$ cat src/rtl/if_id_buffer_pkg.sv
`default_nettype none
// ============================================================================
// Module      : if_id_buffer_pkg
// Description : Shared CPU defines: instruction field positions, NOP word and
//               the IF/ID buffer entry layout.
// Revision    : 1.0 - initial release
// ============================================================================
package if_id_buffer_pkg;

  localparam int unsigned c_opHi    = 31;
  localparam int unsigned c_opLo    = 26;
  localparam int unsigned c_rsHi    = 25;
  localparam int unsigned c_rsLo    = 21;
  localparam int unsigned c_rtHi    = 20;
  localparam int unsigned c_rtLo    = 16;
  localparam int unsigned c_rdHi    = 15;
  localparam int unsigned c_rdLo    = 11;
  localparam int unsigned c_saHi    = 10;
  localparam int unsigned c_saLo    = 6;
  localparam int unsigned c_functHi = 5;
  localparam int unsigned c_functLo = 0;
  localparam int unsigned c_immHi   = 15;
  localparam int unsigned c_immLo   = 0;

  localparam logic [31:0] c_nop = 32'h0000_0000;

  typedef struct packed {
    logic [31:0] pc;
    logic [31:0] instr;
    logic        adel;
    logic        delaySlot;
  } ifEntry_t;

endpackage
`default_nettype wire

$ cat src/rtl/if_id_buffer.sv
`default_nettype none
// ============================================================================
// Module      : if_id_buffer
// Description : Two-entry FIFO between fetch and decode with registered head
//               outputs, stall hold and flush.
// Revision    : 1.0 - initial release
// ============================================================================
module if_id_buffer
  import if_id_buffer_pkg::*;
(
  input  logic        clk,
  input  logic        rst,
  input  logic        validF,
  input  logic [31:0] pcF,
  input  logic [31:0] instrF,
  input  logic        adelF,
  input  logic        is_in_delayslotF,
  output logic        readyF,
  input  logic        stallD,
  input  logic        flushD,
  output logic        validD,
  output logic [31:0] pcD,
  output logic [31:0] instrD,
  output logic [5:0]  opD,
  output logic [5:0]  functD,
  output logic [4:0]  rsD,
  output logic [4:0]  rtD,
  output logic [4:0]  rdD,
  output logic [4:0]  saD,
  output logic [15:0] immD,
  output logic        adelD,
  output logic        is_in_delayslotD
);

  ifEntry_t    r_entry [2];
  logic [1:0]  r_valid;
  logic [1:0]  r_count;
  logic        r_wrPtr;
  logic        r_rdPtr;

  logic        w_push;
  logic        w_pop;
  ifEntry_t    w_head;

  assign readyF = (r_count < 2'd2);
  assign validD = r_valid[r_rdPtr];
  assign w_push = validF & readyF & ~flushD;
  assign w_pop  = validD & ~stallD & ~flushD;

  always_ff @(posedge clk or negedge rst) begin
    if (!rst) begin
      r_valid <= 2'b00;
      r_count <= 2'd0;
      r_wrPtr <= 1'b0;
      r_rdPtr <= 1'b0;
    end else if (flushD) begin
      r_valid <= 2'b00;
      r_count <= 2'd0;
      r_wrPtr <= 1'b0;
      r_rdPtr <= 1'b0;
    end else begin
      // push and pop never target the same slot: push needs count<2, pop needs count>0
      if (w_push) begin
        r_valid[r_wrPtr] <= 1'b1;
        r_wrPtr          <= ~r_wrPtr;
      end
      if (w_pop) begin
        r_valid[r_rdPtr] <= 1'b0;
        r_rdPtr          <= ~r_rdPtr;
      end
      if (w_push && !w_pop)
        r_count <= r_count + 2'd1;
      else if (w_pop && !w_push)
        r_count <= r_count - 2'd1;
    end
  end

  // Payload is not reset; every output below is gated by validD.
  always_ff @(posedge clk) begin
    if (w_push) begin
      r_entry[r_wrPtr] <= '{pc: pcF, instr: instrF, adel: adelF, delaySlot: is_in_delayslotF};
    end
  end

  assign w_head = r_entry[r_rdPtr];

  assign pcD              = validD ? w_head.pc    : 32'h0;
  assign instrD           = validD ? w_head.instr : c_nop;
  assign adelD            = validD & w_head.adel;
  assign is_in_delayslotD = validD & w_head.delaySlot;

  assign opD    = instrD[c_opHi:c_opLo];
  assign rsD    = instrD[c_rsHi:c_rsLo];
  assign rtD    = instrD[c_rtHi:c_rtLo];
  assign rdD    = instrD[c_rdHi:c_rdLo];
  assign saD    = instrD[c_saHi:c_saLo];
  assign functD = instrD[c_functHi:c_functLo];
  assign immD   = instrD[c_immHi:c_immLo];

endmodule
`default_nettype wire

$ cat config.mk
export PLATFORM = sky130hd
export DESIGN_NAME = if_id_buffer
export DESIGN_NICKNAME = d
export VERILOG_FILES = /design/src/rtl/if_id_buffer_pkg.sv /design/src/rtl/if_id_buffer.sv
export SDC_FILE = /design/constraint.sdc
export NUM_CORES = 1
export LEC_CHECK = 0
export CORE_MARGIN = 2
export CORE_UTILIZATION = 49
export DETAILED_ROUTE_END_ITERATION = 12
export PLACE_DENSITY = 0.85
export SLEW_MARGIN = 10
export SYNTH_ARGS = -nofsm -noshare
export SYNTH_HDL_FRONTEND = slang
export SYNTH_SLANG_ARGS = --single-unit
$ cat constraint.sdc
create_clock -name clk -period 10.5 [get_ports clk]
set_clock_uncertainty 0.05 [all_clocks]
set_input_delay 2.625 -clock clk [delete_from_list [all_inputs] [get_ports clk]]
set_output_delay 2.625 -clock clk [all_outputs]
set_load 0.01 [all_outputs]
==> results of run 1 <==
## cell usage after synthesis, types with 2 or more instances
cell,count,area share
xnor2_1,2,0.0031
dfrtp_1,6,0.027
edfxtp_1,132,0.70
buf_2,10,0.0089
buf_4,53,0.070
mux2i_1,67,0.12
a311oi_1,2,0.0031
inv_1,3,0.0020
nor3_1,2,0.0018
nor2_1,68,0.045
a21oi_1,3,0.0027
## cell type report
| cell class | instances | area, um2 |
|---|---|---|
| multi-input combinational | 154 | 1080 |
| tap | 143 | 179 |
| timing repair buffer | 191 | 1900 |
| clock inverter | 14 | 198 |
| inverter | 3 | 11.3 |
| sequential | 138 | 4120 |
| fill | 782 | 3410 |
| clock buffer | 18 | 429 |
## where the power goes
group / internal (W) / total [W] / switching (W)
sequential: 0.000643 / 0.000660 / 0.0000168
clock: 0.000399 / 0.000616 / 0.000218
combinational: 0.000125 / 0.000232 / 0.000107
total: 0.00117 / 0.00151 / 0.000341
## cells in the final DEF (no fill, tap or decap), drive strengths merged
master / instances
edfxtp: 132
a21oi: 3
a31oi: 1
nor2: 69
xor2: 1
clkbuf: 18
nand2b: 1
clkinv: 7
clkinvlp: 2
o21a: 1
nor3b: 1
bufinv: 4
buf: 5
o21ai: 2
mux2i: 68
dfrtp: 6
nor3: 2
clkdlybuf4s50: 186
a311oi: 2
xnor2: 2
or3: 1
inv: 4
## state kept, by name, summed over array words and instances, names as in the netlist
| name | cells |
|---|---|
| r_entry | 132 |
| r_count | 2 |
| r_valid | 2 |
| r_rdPtr | 1 |
| r_wrPtr | 1 |
## how the worst max path moves through the flow
stage | from | endpoint | slack, ns | cells past startpoint
global placement | r_rdPtr | rsD[4] | 5.18 | 4
detailed placement | r_rdPtr | functD[1] | 5.06 | 4
finish | r_rdPtr | functD[1] | 4.71 | 4
floorplan | flushD | r_entry[1][0] | 2.23 | 2
global route | r_rdPtr | immD[4] | 4.50 | 4
CTS | r_rdPtr | functD[1] | 4.61 | 4
## cells by family (layout without fill, tap and decap cells)
logic type / count (synthesis) / count (layout)
muxes: 68 / 68
AOI/OAI and AO/OA: 9 / 9
buffers and inverters: 67 / 226
xor gates and xnor gates: 3 / 3
DFF: 138 / 138
and+or+nand+nor: 74 / 74
## worst max-delay path, stage by stage (launching register included)
cell,delay (ns)
dfrtp_4,0.82
mux2i_4,0.57
buf_4,0.59
nor2_1,0.17
clkdlybuf4s50_1,0.53
## metrics by stage
step | area [um2] | setup WS (ns) | utilization | total power (W) | hold WS [ns]
2_1_floorplan | 5640 | 2.23 | - | 0.000799 | 0.488
3_5_place_dp | 7280 | 5.06 | 0.643 | 0.000905 | 0.550
5_1_grt | 7910 | 4.50 | 0.699 | 0.00157 | 0.591
6_report | 7910 | 4.71 | 0.699 | 0.00151 | 0.555
3_3_place_gp | 7280 | 5.18 | 0.643 | 0.000898 | 0.519
4_1_cts | 7910 | 4.61 | 0.699 | 0.00152 | 0.559
## routing by layer
layer | global-route usage | vias to the layer above | part of all wire
li1 | - | 1550 | -
met1 | 0.200 | 1546 | 0.39
met2 | 0.326 | 121 | 0.55
met3 | 0.0525 | 8 | 0.058
met4 | 0.0519 | 0 | 0.0069
met5 | 0 | - | 0
==> results.toml, run 1 <==
[status]
status = "completed"

[place]
place_congestion = 0.692
dp.cells = 629
port_buffers = 186
dp_hpwl_um = 7060

[sta]
finalHoldViolCount = 0
fmax_ghz = 0.173
setup-tns-final_ns = 0
fin_crit_ns = 5.79
rsz0062_at_grt = "no"
tightest_slew_ns = 0.882
final-setup-viol-count = 0
finalMaxSlewViolations = 0
finalCritPeriodShare = 0.551
maxSlewHeadroom = 0.412

[clock_tree]
htree_levels = 4
cts.reportedPaths.clkPinSlew_ns = 0.06
insertion_delay_ns = 0.40
cts.hold.buffers_added = 0
cts_inserted_buffers = 17
cts_tree = "built"
root_buffer = "clkbuf_16"
cts_resized = 0
cts_buffer_depth = 2
post_cts_buffers = 0
cts_num_sinks = 138

[worst_hold_path]
min_from = "r_count[0]"
min_path_cells = 2
hold_class = "reg2reg"
hold_path_end = "r_count[1]"

[routing]
viasPerCell = 4.88
drtIter0Drc = 139
post_drt_wl_per_cell_um = 16.4
drtAntennaViolNets = 0
finalWirelength_um = 10900
drc = 0
route.vias.total = 3225
first_pass_iters = 4

[setup_path]
r2r-start = "r_rdPtr"
cp-start-kind = "flop"
rrSetupSlack_ns = 7.96
crit_type = "reg2out"
worstPathMaxFanout = 55
cp.required_ns = 7.83
rr_endpoint = "r_count[0]"
reg2regPathDepth = 5
critPathCaptureType = "output pin"
arrival_ns = 3.12

[synthesis]
synth_xor_area_frac = 0.00466
yosysWarningCount = 0
netlist-cell-type-count = 22
seq_area_frac_synth = 0.729
syn_area_mm2 = 0.00564
synth_edf_count = 132
synth_compound_area_frac = 0.00998
synth-main-ff-cell = "edfxtp_1"
ys_seq_elements = 138
yosys.area_share.simple = 0.0517
syn_nets = 430
synthAdderAreaFrac = 0
synth_mux_area_frac = 0.123
synth_top_family_by_area = "multiplexers"
avgSynthCellArea_um2 = 15.7
syn_inst = 359
async_reset_ff_frac = 0.0435

[floorplanning]
start_util = 0.499
fp.dieArea_mm2 = 0.0124
dieWidth_um = 111
die_h_um = 111
placementRows = 39
core_mm2 = 0.0113
boundaryPins = 187

[cells_and_area]
instances_no_fill = 661
nNetsFinal = 576
insertedDiodeCount = 0
area_growth_pct = 40.2
final_layout_size_suffix_gt1_frac = 0.0792

[pwr]
p_per_area_mw_per_mm2 = 191
p_leak_nw = 2.61
ir_worst_vdd_mv = 0.109

[global_route]
grt_max_degree = 67
grt_pass1_wl_um = 16900
grt_antenna_before_repair = 0
grt.total_usage = 0.177
grt_overflow = 0
grt_pass1_vias = 3437

[flow_run]
cap_violations = 0
Note: power is estimated with default switching activity, not from simulation.
==> inputs of run 2 (changes only) <==
CORE_UTILIZATION = 46   (was 49)
PLACE_DENSITY = 0.8   (was 0.85)
clock period = 5.9 ns   (was 10.5 ns; I/O delays follow)
==> run 2 against run 1 <==
First-iteration DRC count shrank 22%. Clock power grew 64%. Routed wire length grew 0.68%. Critical path type unchanged. Combinational power grew 80%. Final cell count grew 0.45%. Global-route usage shrank 0.61 points. Critical endpoint is now instrD[10]. Via count grew 1.1%.
==> results.toml, run 2 (synthesis results as in run 1) <==
[floorplanning]
core_mm2 = 0.0120
fp.dieArea_mm2 = 0.0132
start_util = 0.470
die_h_um = 115
dieWidth_um = 115
placementRows = 40
boundaryPins = 187

[place]
port_buffers = 186
dp_hpwl_um = 7170
place_congestion = 0.731

[clock_tree]
htree_levels = 4
cts_resized = 0
cts_inserted_buffers = 17
cts_num_sinks = 138
cts_tree = "built"
insertion_delay_ns = 0.39
post_cts_buffers = 0
cts.reportedPaths.clkPinSlew_ns = 0.06
root_buffer = "clkbuf_16"
cts_buffer_depth = 2
cts.hold.buffers_added = 0

[setup_path]
reg2regPathDepth = 5
crit_type = "reg2out"
critPathCaptureType = "output pin"
r2r-start = "r_rdPtr"
rr_endpoint = "r_count[1]"
rrSetupSlack_ns = 3.29
cp-start-kind = "flop"
worstPathMaxFanout = 38
critPathSlowestCell = "mux2i_4"
crit_buf_inv = 2
cp.required_ns = 4.38
arrival_ns = 3.14
crit_family = "multiplexers"
crit_chain = "mux2i_4, buf_12, nor2_1, clkdlybuf4s50_1"
startpoint = "r_rdPtr"
crit_path_max_incr_delay_ns = 0.93
cp.depth = 4

[routing]
drc = 0
finalWirelength_um = 10900
drtIter0Drc = 108
viasPerCell = 4.91
post_drt_wl_per_cell_um = 16.5
first_pass_iters = 4
route.vias.total = 3261
drtAntennaViolNets = 0

[cells_and_area]
top_register = "r_entry"
final_cell_mix = "clkdlybuf4s50_1 (186), edfxtp_1 (132), nor2_1 (68)"
nNetsFinal = 575
top_regs = "r_entry: 132 flops, r_count: 2 flops, r_valid: 2 flops"
mostFrequentLayoutCell = "clkdlybuf4s50_1"
largest_reg_flops = 132
final_layout_size_suffix_gt1_frac = 0.0774
insertedDiodeCount = 0
area_growth_pct = 39.6

[status]
status = "completed"

[pwr]
p_leak_nw = 2.59
p_per_area_mw_per_mm2 = 330
ir_worst_vdd_mv = 0.182

[sta]
finalCritPeriodShare = 0.790
fmax_ghz = 0.215
rsz0062_at_grt = "no"
whs_ns = 0.553
final-setup-viol-count = 0
setup-tns-final_ns = 0
maxSlewHeadroom = 0.321
finalMaxSlewViolations = 0
finalHoldViolCount = 0
tightest_slew_ns = 0.997
fin_crit_ns = 4.66

[worst_hold_path]
hold_path_end = "r_rdPtr"
min_path_cells = 1
hold_class = "reg2reg"
min_from = "r_valid[1]"

[global_route]
grt_antenna_before_repair = 0
grt_pass1_wl_um = 17000
grt_max_degree = 67
grt.total_usage = 0.171
grt_overflow = 0
grt_pass1_vias = 3438

[flow_run]
cap_violations = 0
## run 2: routing by layer
| metal | routed length [um] | global-route usage | vias to the layer above |
|---|---|---|---|
| li1 | - | - | 1548 |
| met1 | 4250 | 0.188 | 1588 |
| met2 | 5980 | 0.314 | 123 |
| met3 | 690 | 0.0585 | 2 |
| met4 | 25 | 0.0522 | 0 |
| met5 | 0 | 0 | - |
## run 2: worst max-delay path by stage
stage,to,slack (ns)
2_1_floorplan,r_entry[0][0],1.11
3_3_place_gp,opD[2],1.66
3_5_place_dp,instrD[10],1.59
4_1_cts,instrD[10],1.15
5_1_grt,instrD[10],1.01
6_report,instrD[10],1.24
## run 2: final cells by class
class                           count  area (um2)
Inverter                            3        11.3
Fill cell                         878        4130
Clock inverter                     14         145
Sequential cell                   138        4120
Tap cell                          147         184
Timing Repair Buffer              190        1900
Clock buffer                       18         429
Multi-Input combinational cell    154        1090
## run 2: report_power, final
group          switching [W]  internal [W]  total, W
Sequential         0.0000305       0.00115   0.00118
Combinational       0.000191      0.000226  0.000417
Clock               0.000388      0.000623   0.00101
## run 2: per-stage QoR
| step | setup WS (ns) | std cells | util | power (W) | cell area, um2 |
|---|---|---|---|---|---|
| finish | 1.24 | 664 | 0.656 | 0.00260 | 7880 |
| global route | 1.01 | 664 | 0.656 | 0.00271 | 7880 |
| CTS | 1.15 | 664 | 0.656 | 0.00264 | 7880 |
| detailed placement | 1.59 | 632 | 0.608 | 0.00162 | 7310 |
| global placement | 1.66 | 632 | 0.608 | 0.00161 | 7310 |
| floorplan | 1.11 | 359 | - | 0.00142 | 5650 |
